**src/rtl/cmos_crop_packer_if.sv**
```systemverilog
// Pixel-in / FIFO-write bundle for cmos_crop_packer.
// master: the packer (consumes sync/pixels, drives FIFO writes and status).
// slave:  the camera/FIFO side.
interface cmos_crop_packer_if;
   logic        cmos_vsync;
   logic        cmos_href;
   logic [15:0] rgb565;
   logic        rgb565_ready;
   logic        fifo_full;
   logic        wr_en;
   logic [31:0] wr_data;
   logic        sof;
   logic        eol;
   logic        frame_done;
   logic        overflow;
   logic [15:0] drop_cnt;

   modport master (
      input  cmos_vsync, cmos_href, rgb565, rgb565_ready, fifo_full,
      output wr_en, wr_data, sof, eol, frame_done, overflow, drop_cnt
   );

   modport slave (
      output cmos_vsync, cmos_href, rgb565, rgb565_ready, fifo_full,
      input  wr_en, wr_data, sof, eol, frame_done, overflow, drop_cnt
   );
endinterface

```
**src/rtl/cmos_crop_packer.sv**
```systemverilog
// Crops the assembled RGB565 stream to a fixed window, packs pixel pairs into
// 32-bit words and writes them to the pixel FIFO, flagging sof/eol/overflow.
module cmos_crop_packer #(
   parameter int unsigned X_START = 0,
   parameter int unsigned Y_START = 0,
   parameter int unsigned WIN_W   = 640,
   parameter int unsigned WIN_H   = 480,
   parameter int unsigned CNT_W   = 12
) (
   input  logic                cmos_pclk,
   input  logic                rst_n,
   cmos_crop_packer_if.master  bus
);

   // Window bounds widened by one bit so X_START+WIN_W cannot wrap.
   localparam logic [CNT_W:0] XLo   = (CNT_W+1)'(X_START);
   localparam logic [CNT_W:0] XHi   = (CNT_W+1)'(X_START + WIN_W);
   localparam logic [CNT_W:0] XLast = (CNT_W+1)'(X_START + WIN_W - 1);
   localparam logic [CNT_W:0] YLo   = (CNT_W+1)'(Y_START);
   localparam logic [CNT_W:0] YHi   = (CNT_W+1)'(Y_START + WIN_H);

   typedef enum logic [0:0] {StWaitFrame, StInFrame} state_e;

   state_e             state_q, state_d;
   logic               vsync_q, vsync_d;
   logic               href_q, href_d;
   logic [CNT_W-1:0]   x_q, x_d;
   logic [CNT_W-1:0]   y_q, y_d;
   logic               half_q, half_d;
   logic [15:0]        low_q, low_d;
   logic               sof_pend_q, sof_pend_d;
   logic               wr_en_q, wr_en_d;
   logic [31:0]        wr_data_q, wr_data_d;
   logic               sof_q, sof_d;
   logic               eol_q, eol_d;
   logic               frame_done_q, frame_done_d;
   logic               overflow_q, overflow_d;
   logic [15:0]        drop_cnt_q, drop_cnt_d;

   logic               vs_fall, vs_rise, href_fall;
   logic               in_win;
   logic               issue;
   logic               word_eol;
   logic [31:0]        word;

   // Next-state: sync edges, window test, pairing, line flush and write issue.
   always_comb begin
      vs_fall   = vsync_q & ~bus.cmos_vsync;
      vs_rise   = ~vsync_q & bus.cmos_vsync;
      href_fall = href_q & ~bus.cmos_href;
      in_win    = ({1'b0, x_q} >= XLo) && ({1'b0, x_q} < XHi) &&
                  ({1'b0, y_q} >= YLo) && ({1'b0, y_q} < YHi);

      state_d      = state_q;
      vsync_d      = bus.cmos_vsync;
      href_d       = bus.cmos_href;
      x_d          = x_q;
      y_d          = y_q;
      half_d       = half_q;
      low_d        = low_q;
      sof_pend_d   = sof_pend_q;
      wr_en_d      = 1'b0;
      wr_data_d    = wr_data_q;
      sof_d        = 1'b0;
      eol_d        = 1'b0;
      frame_done_d = 1'b0;
      overflow_d   = overflow_q;
      drop_cnt_d   = drop_cnt_q;
      issue        = 1'b0;
      word_eol     = 1'b0;
      word         = '0;

      if (vs_fall) begin
         // Also taken while already in a frame: a vsync glitch restarts it.
         state_d    = StInFrame;
         x_d        = '0;
         y_d        = '0;
         half_d     = 1'b0;
         sof_pend_d = 1'b1;
         overflow_d = 1'b0;
         drop_cnt_d = '0;
      end else if (state_q == StInFrame) begin
         if (vs_rise) begin
            // Any pending half word is discarded.
            frame_done_d = 1'b1;
            state_d      = StWaitFrame;
            half_d       = 1'b0;
         end else begin
            // The pixel is processed first, with pre-increment x/y.
            if (bus.rgb565_ready) begin
               x_d = (x_q == '1) ? x_q : x_q + CNT_W'(1);
               if (in_win) begin
                  if (!half_q) begin
                     low_d  = bus.rgb565;
                     half_d = 1'b1;
                  end else begin
                     issue    = 1'b1;
                     word     = {bus.rgb565, low_q};
                     word_eol = ({1'b0, x_q} == XLast);
                     half_d   = 1'b0;
                  end
               end
            end
            if (href_fall) begin
               x_d = '0;
               y_d = (y_q == '1) ? y_q : y_q + CNT_W'(1);
               if (half_d) begin
                  issue    = 1'b1;
                  word     = {16'h0000, low_d};
                  word_eol = 1'b1;
                  half_d   = 1'b0;
               end else if (issue) begin
                  word_eol = 1'b1;
               end
            end
            if (issue) begin
               // sof belongs to the first issued word even if it is dropped.
               sof_pend_d = 1'b0;
               if (bus.fifo_full) begin
                  overflow_d = 1'b1;
                  drop_cnt_d = (drop_cnt_q == 16'hFFFF) ? drop_cnt_q : drop_cnt_q + 16'd1;
               end else begin
                  wr_en_d   = 1'b1;
                  wr_data_d = word;
                  sof_d     = sof_pend_q;
                  eol_d     = word_eol;
               end
            end
         end
      end
   end

   // State and registered outputs; sync copies reset so no edge fires at release.
   always_ff @(posedge cmos_pclk or negedge rst_n) begin
      if (!rst_n) begin
         state_q      <= StWaitFrame;
         vsync_q      <= 1'b1;
         href_q       <= 1'b0;
         x_q          <= '0;
         y_q          <= '0;
         half_q       <= 1'b0;
         low_q        <= '0;
         sof_pend_q   <= 1'b0;
         wr_en_q      <= 1'b0;
         wr_data_q    <= '0;
         sof_q        <= 1'b0;
         eol_q        <= 1'b0;
         frame_done_q <= 1'b0;
         overflow_q   <= 1'b0;
         drop_cnt_q   <= '0;
      end else begin
         state_q      <= state_d;
         vsync_q      <= vsync_d;
         href_q       <= href_d;
         x_q          <= x_d;
         y_q          <= y_d;
         half_q       <= half_d;
         low_q        <= low_d;
         sof_pend_q   <= sof_pend_d;
         wr_en_q      <= wr_en_d;
         wr_data_q    <= wr_data_d;
         sof_q        <= sof_d;
         eol_q        <= eol_d;
         frame_done_q <= frame_done_d;
         overflow_q   <= overflow_d;
         drop_cnt_q   <= drop_cnt_d;
      end
   end

   assign bus.wr_en      = wr_en_q;
   assign bus.wr_data    = wr_data_q;
   assign bus.sof        = sof_q;
   assign bus.eol        = eol_q;
   assign bus.frame_done = frame_done_q;
   assign bus.overflow   = overflow_q;
   assign bus.drop_cnt   = drop_cnt_q;

endmodule

```
**src/flat_wrapper.sv**
```systemverilog
// flat-port wrapper written by rule: the top's interface ports become plain ports
module cmos_crop_packer_flat 
#(
   parameter int unsigned X_START = 0,
   parameter int unsigned Y_START = 0,
   parameter int unsigned WIN_W   = 640,
   parameter int unsigned WIN_H   = 480,
   parameter int unsigned CNT_W   = 12
)
  (cmos_pclk, rst_n, bus_cmos_vsync, bus_cmos_href, bus_rgb565, bus_rgb565_ready, bus_fifo_full, bus_wr_en, bus_wr_data, bus_sof, bus_eol, bus_frame_done, bus_overflow, bus_drop_cnt);
  cmos_crop_packer_if bus_i ();
  input  logic cmos_pclk;
  input  logic rst_n;
  input wire logic [$bits(bus_i.cmos_vsync)-1:0] bus_cmos_vsync;
  input wire logic [$bits(bus_i.cmos_href)-1:0] bus_cmos_href;
  input wire logic [$bits(bus_i.rgb565)-1:0] bus_rgb565;
  input wire logic [$bits(bus_i.rgb565_ready)-1:0] bus_rgb565_ready;
  input wire logic [$bits(bus_i.fifo_full)-1:0] bus_fifo_full;
  output wire logic [$bits(bus_i.wr_en)-1:0] bus_wr_en;
  output wire logic [$bits(bus_i.wr_data)-1:0] bus_wr_data;
  output wire logic [$bits(bus_i.sof)-1:0] bus_sof;
  output wire logic [$bits(bus_i.eol)-1:0] bus_eol;
  output wire logic [$bits(bus_i.frame_done)-1:0] bus_frame_done;
  output wire logic [$bits(bus_i.overflow)-1:0] bus_overflow;
  output wire logic [$bits(bus_i.drop_cnt)-1:0] bus_drop_cnt;
  assign bus_i.cmos_vsync = bus_cmos_vsync;
  assign bus_i.cmos_href = bus_cmos_href;
  assign bus_i.rgb565 = bus_rgb565;
  assign bus_i.rgb565_ready = bus_rgb565_ready;
  assign bus_i.fifo_full = bus_fifo_full;
  assign bus_wr_en = bus_i.wr_en;
  assign bus_wr_data = bus_i.wr_data;
  assign bus_sof = bus_i.sof;
  assign bus_eol = bus_i.eol;
  assign bus_frame_done = bus_i.frame_done;
  assign bus_overflow = bus_i.overflow;
  assign bus_drop_cnt = bus_i.drop_cnt;
  cmos_crop_packer #(.X_START(X_START), .Y_START(Y_START), .WIN_W(WIN_W), .WIN_H(WIN_H), .CNT_W(CNT_W)) u_core (.cmos_pclk(cmos_pclk), .rst_n(rst_n), .bus(bus_i));
endmodule
```
**config.mk**
```make
export PLATFORM = sky130hd
export DESIGN_NAME = cmos_crop_packer_flat
export DESIGN_NICKNAME = d
export VERILOG_FILES = /design/src/rtl/cmos_crop_packer_if.sv /design/src/rtl/cmos_crop_packer.sv /design/src/flat_wrapper.sv
export SDC_FILE = /design/constraint.sdc
export NUM_CORES = 1
export LEC_CHECK = 0
export ABC_AREA = 1
export CORE_ASPECT_RATIO = 1.2
export CORE_UTILIZATION = 51
export DETAILED_ROUTE_END_ITERATION = 8
export GPL_ROUTABILITY_DRIVEN = 0
export GPL_TIMING_DRIVEN = 0
export PLACE_DENSITY = 0.85
export SLEW_MARGIN = 0
export SYNTH_ARGS = -nofsm -noshare
export SYNTH_HDL_FRONTEND = slang
export SYNTH_SLANG_ARGS = --single-unit
```
**constraint.sdc**
```tcl
create_clock -name cmos_pclk -period 2.4 [get_ports cmos_pclk]
set_clock_uncertainty 0.1 [all_clocks]
set_input_delay 0.48 -clock cmos_pclk [delete_from_list [all_inputs] [get_ports cmos_pclk]]
set_output_delay 0.48 -clock cmos_pclk [all_outputs]
set_load 0.02 [all_outputs]
```
* Yosys cells after proc, flatten, opt, wreduce, memory -nomap -nowiden
Index checks and enable logic that the tools add are counted.
** Cells by class
- Add/subtract/negate cells :: 3
- Order comparisons :: 2
- Equal/unequal tests :: 8
- Mux-type cells :: 82
- Bitwise logic cells :: 9
- Reductions and logical operators :: 13
** Operators by type and width (count)
- $mux W32 :: 5
- $mux W16 :: 9
- $mux W12 :: 11
- $mux W1 :: 57
- $add A12 B1 Y12 const B :: 2
- $eq A12 B12 Y1 const B :: 2
- $add A16 B1 Y16 const B :: 1
- $eq A16 B16 Y1 const B :: 1
- $eq A12 B10 Y1 const B :: 1
- $lt A12 B10 Y1 const B :: 1
- $lt A12 B9 Y1 const B :: 1
- $reduce_and A4 Y1 :: 3
- $reduce_and A5 Y1 :: 2
- $reduce_bool A2 Y1 :: 4
- $ne A2 B1 Y1 const B :: 3
- $not A1 Y1 :: 6
- $reduce_and A3 Y1 :: 2
- $and A1 B1 Y1 :: 3
- $ne A3 B1 Y1 const B :: 1
- $reduce_bool A3 Y1 :: 1
- $logic_and A1 B1 Y1 :: 1
** Word-level totals
- Bits in registers :: 98
- Bits of input ports :: 22

* Longest topological paths before layout
- Depth after elaboration :: 16
- Gate-level depth with buffers :: 16
- Gate-level depth less buffers :: 14

* Worst setup path before layout
OpenSTA, ideal clock, no wires.
- Kind :: reg2reg
- From :: reg u_core.y_q[8]
- To :: reg u_core.eol_q (netlist: u_core.bus.eol)
- Setup time :: 0.132 ns
- Arrival time :: 2.129 ns
- Required time :: 2.168 ns
- Slack :: 0.039 ns
- Cell stages (with the launch flop) :: 15
- Period minus slack after synthesis :: 2.361 ns
- Cells stage by stage :: dfrtp_1 > nand2_1 > nor2_2 > inv_2 > nand2_1 > nor2_2 > buf_2 > ha_1 > nand2_1 > o21ai_2 > nand2_2 > nand2_2 > nand2_2 > clkbuf_1 > nor2_1
** On the way
- Word-level cells in the longest chain between the ends :: 16
** Ends and longest elaborated chain
- start: declaration :: RTL line cmos_crop_packer.sv:28 : logic [CNT_W-1:0] y_q, y_d;
- start signal: assignment :: RTL line cmos_crop_packer.sv:156 : y_q <= y_d;
- $lt A12 B9 Y1 * :: RTL line cmos_crop_packer.sv:52 : ({1'b0, y_q} >= YLo) && ({1'b0, y_q} < YHi);
- $logic_and A1 B1 Y1 * :: RTL line cmos_crop_packer.sv:52
- $mux W1 :: RTL line cmos_crop_packer.sv:92 : if (in_win) begin
- $mux W1 :: RTL line cmos_crop_packer.sv:90 : if (bus.rgb565_ready) begin
- $mux W1 :: RTL line cmos_crop_packer.sv:83 : if (vs_rise) begin
- $mux W1 :: RTL line cmos_crop_packer.sv:82 : end else if (state_q == StInFrame) begin
- $mux W1 :: RTL line cmos_crop_packer.sv:73 : if (vs_fall) begin
- $mux W1 :: RTL line cmos_crop_packer.sv:107 : if (half_d) begin
- $mux W1 :: RTL line cmos_crop_packer.sv:104 : if (href_fall) begin
- $mux W1 :: RTL line cmos_crop_packer.sv:83
- $mux W1 :: RTL line cmos_crop_packer.sv:82
- $mux W1 :: RTL line cmos_crop_packer.sv:73
- $mux W1 * :: RTL line cmos_crop_packer.sv:116 : if (issue) begin
- $mux W1 * :: RTL line cmos_crop_packer.sv:83
- $mux W1 * :: RTL line cmos_crop_packer.sv:82
- $mux W1 * :: RTL line cmos_crop_packer.sv:73
- via u_core.eol_d :: RTL line cmos_crop_packer.sv:35 : logic eol_q, eol_d;
- end signal: assignment :: RTL line cmos_crop_packer.sv:163 : eol_q <= eol_d;
- end: declaration :: RTL line cmos_crop_packer.sv:35
Mark *: on every way through the listed nets, which the timed path passes. The rest lies on a longest branch. The select of a mux whose other input is x is not followed.
A chain may end at the register's enable or synchronous reset.

* Worst setup path in the final report
- From :: reg u_core.x_q[9]
- To :: reg u_core.wr_data_q[16] (netlist: u_core.bus.wr_data[16])
** On the way
- Word-level cells in the longest chain between the ends :: 13
** Ends and longest elaborated chain
- start: declaration :: RTL line cmos_crop_packer.sv:27 : logic [CNT_W-1:0] x_q, x_d;
- start signal: assignment :: RTL line cmos_crop_packer.sv:139 : x_q <= '0;
- start signal: assignment :: RTL line cmos_crop_packer.sv:155 : x_q <= x_d;
- $lt A12 B10 Y1 * :: RTL line cmos_crop_packer.sv:51 : in_win = ({1'b0, x_q} >= XLo) && ({1'b0, x_q} < XHi) &&
- $logic_and A1 B1 Y1 * :: RTL line cmos_crop_packer.sv:52
- $mux W1 :: RTL line cmos_crop_packer.sv:92
- $mux W1 :: RTL line cmos_crop_packer.sv:90
- $mux W1 :: RTL line cmos_crop_packer.sv:83
- $mux W1 :: RTL line cmos_crop_packer.sv:82
- $mux W1 :: RTL line cmos_crop_packer.sv:73
- $mux W1 :: RTL line cmos_crop_packer.sv:107
- $mux W1 :: RTL line cmos_crop_packer.sv:104
- $mux W1 :: RTL line cmos_crop_packer.sv:83
- $mux W1 :: RTL line cmos_crop_packer.sv:82
- $mux W1 :: RTL line cmos_crop_packer.sv:73
- $reduce_and A5 Y1 (no line)
- end signal: assignment :: RTL line cmos_crop_packer.sv:161 : wr_data_q <= wr_data_d;
- end: declaration :: RTL line cmos_crop_packer.sv:33 : logic [31:0] wr_data_q, wr_data_d;
Mark *: on every way between the ends. The rest lies on a longest branch, timed or not. The select of a mux whose other input is x is not followed.

==> flow_metrics.py <==
metrics = {
    "floorplan": {
        "fp.dieArea_sq_um": 12010,
        "die_h_um": 119.9,
        "rows": 42,
        "start_util": 0.5299,
        "dieWidth_um": 100.2,
        "fp.coreArea_sq_um": 11140,
        "io_pins": 75,
    },
    "synthesis": {
        "synth_fp_nets": 846,
        "synthAdderAreaFrac": 0.01272,
        "synth_area_sq_um": 5903,
        "synth_xor_area_frac": 0.02077,
        "synth_seq_cells": 98,
        "synthSimpleGateAreaFrac": 0.3993,
        "synthMuxAreaShare": 0,
        "synth_top_area_share": 0.4112,
        "yosysWarnings": 0,
        "synth_compound_gate_area_share": 0.05977,
        "synth_ff_type": "dfrtp_1",
        "synth.largest_area_cell": "dfrtp_1",
        "synthTopCellsByArea": "dfrtp_1 (41%), nand2_1 (14%), nand3_1 (7.1%)",
        "synth_cell_type_count": 37,
        "avgSynthCellArea_sq_um": 7.217,
        "ys_seq_area_frac": 0.4156,
        "synth_edf_count": 0,
        "synthCells": 818,
        "async_flop_share": 1.000,
        "synth_top_family_by_area": "simple AND/OR/NAND/NOR gates",
    },
    "timing": {
        "drv_slew": 0,
        "period_needed_ns": 2.374,
        "fin_setup_tns_ns": 0,
        "setup-violations-final": 0,
        "hold_viol": 0,
        "fin_crit_sh": 0.9893,
        "worstMarginPinSlew_ns": 0.6725,
        "fmax_mhz": 421.2,
        "slew-limit-headroom": 0.5517,
    },
    "place": {
        "dp_hpwl_mm": 10.87,
        "port_buffers": 74,
        "dp.cells": 1047,
    },
    "routing": {
        "drtIter0Drc": 506,
        "wl_per_cell_um": 15.21,
        "vias": 5978,
        "routed_wl_mm": 16.58,
        "drc": 0,
        "ant_nets": 0,
        "firstDrtPassIters": 5,
        "viasPerCell": 5.484,
    },
    "pwr": {
        "power_density_nw_per_um2": 822.8,
        "p_leak_nw": 3.622,
        "ir_drop_mv": 0.4543,
        "finalPower_mw": 6.257,
    },
    "cells_and_area": {
        "layout_common_cells": "nand2_1 (219), nor2_1 (97), dfrtp_1 (95)",
        "final_cell_count_no_fill": 1090,
        "nNetsFinal": 960,
        "num_antenna_cells": 0,
        "finish.utilization": 0.6826,
        "mostFrequentLayoutCell": "nand2_1",
        "area_delta_synth_final_pct": 28.83,
        "drive_gt1_frac": 0.1506,
    },
    "global_route": {
        "busiest_layer": "met2",
        "grt_start_max_net_pins": 54,
        "gr-usage-met3": 0.03844,
        "antenna_found_initial": 0,
        "grt_pass1_wl_mm": 25.96,
        "grt_usage": 0.2743,
        "overflow": 0,
        "grt_pass1_vias": 5566,
        "use_met1": 0.3364,
        "grtUsageMet2": 0.4585,
    },
    "setup_path": {
        "path_class": "reg2reg",
        "cp_max_fo": 10,
        "setup.worst_path.end_class": "register",
        "crit_path_start_kind": "register",
        "arrival_ns": 2.52,
        "cp.required_ns": 2.54,
    },
    "clocking": {
        "worstSkewPairLatency_ns": 0.36,
        "ctsHoldBuffers": 0,
        "numCtsBuffers": 9,
        "cts_sinks": 98,
        "clockBufferDepth": 2,
        "cts.reportedPaths.clkPinSlew_ns": 0.07,
        "h-tree-depth": 3,
        "cts_root_buf": "clkbuf_16",
        "cts_tree": "yes",
    },
    "flow_run": {
        "cap_violations": 0,
    },
    "min_path": {
        "hp-class": "in2async",
    },
    "status": {
        "status": "completed",
    },
}
[logic make-up (layout without fill, tap and decap cells)]
logic type	count (synthesis)	in the layout
DFF	98	98
AOI/OAI and AO/OA	63	63
adders and majority gates	6	6
and+or+nand+nor	509	509
buffers and inverters	128	246
xor gates and xnor gates	14	14
[power by group]
group / switching (mW) / total [mW] / leakage, nW / internal, mW
clock: 0.667 / 1.61 / 0.157 / 0.946
combinational: 1.33 / 2.28 / 2.17 / 0.952
sequential: 0.328 / 2.36 / 1.29 / 2.03
[state kept, by name, indices dropped and copies added, names as in the netlist, 12 cells and up]
name                 flops
u_core.bus.drop_cnt     16
u_core.y_q              12
u_core.x_q              12
u_core.low_q            16
u_core.bus.wr_data      32
[path summary, 6_finish.rpt]
path	from	end	slack [ns]	cells past startpoint
max	u_core.x_q[9]$_DFFE_PN0P_	u_core.bus.wr_data[16]$_DFFE_PN0P_	0.03	15
min	rst_n	u_core.bus.wr_data[30]$_DFFE_PN0P_	0.04	1
max reg2reg	u_core.x_q[9]$_DFFE_PN0P_	u_core.bus.wr_data[16]$_DFFE_PN0P_	0.03	15
min reg2reg	u_core.bus.wr_data[28]$_DFFE_PN0P_	u_core.bus.wr_data[28]$_DFFE_PN0P_	0.38	2
max in group asynchronous	rst_n	u_core.vsync_q$_DFF_PN1_	1.44	2
min in group cmos_pclk	u_core.bus.wr_data[28]$_DFFE_PN0P_	u_core.bus.wr_data[28]$_DFFE_PN0P_	0.38	2
[metrics by stage]
step	setup WS, ns	cell area [sq um]	hold slack (ns)
final	0.02571	7605	0.03714
after floorplan	0.03946	5903	0.08441
after detailed placement	-0.5241	6862	0.3698
after CTS	0.001576	7347	0.05703
after global routing	-0.08310	7605	0.09235
after global placement	-2.900	6837	0.3629
[layer usage]
| metal | vias to the layer above | part of all wire |
|---|---|---|
| met4 | 0 | 0.046 |
| li1 | 2859 | - |
| met1 | 2762 | 0.40 |
| met2 | 289 | 0.50 |
| met3 | 68 | 0.058 |
| met5 | - | 0 |
[cells in the mapped netlist, types with 6 or more instances]
cell type and number:
inv_2 9, ha_1 6, nand2_1 224, inv_1 84, dfrtp_1 97, xnor2_1 6
a21oi_1 17, xor2_1 8, o21ai_0 7, buf_2 14, nor3_1 30, o21ai_2 6
buf_4 7, nand3_1 84, nand4_1 34, nor2_1 103, o21ai_1 31, clkbuf_1 8
[layout make-up]
type / count / area, sq um
fill: 899 / 3536
multi-input combinational: 592 / 3018
sequential: 98 / 2456
timing repair buffer: 103 / 993.5
inverter: 94 / 367.9
buffer: 34 / 250.2
clock buffer: 10 / 239.0
tap: 154 / 192.7
clock inverter: 5 / 87.58
[worst max-delay path, cell delays in order, from the launching register on]
cell and delay (ns):
dfrtp_1 0.40, buf_4 0.15, a21oi_2 0.19, nand2_4 0.08
nor2_4 0.14, buf_6 0.12, ha_4 0.20, nand2_4 0.07
o21ai_4 0.08, nand2_4 0.12, nand2_2 0.08, nand2_4 0.16
inv_8 0.07, buf_8 0.14, nand3_1 0.09, nand2_1 0.06
[repair_timing]
item | in CTS | in global routing
setup endpoints to repair | 53 | 61
buffers inserted | 12 | 15
gates cloned | 0 | 1
resized for setup | 26 | 34
pin swaps | 1 | 7
Power figures use the tool's default switching activity.
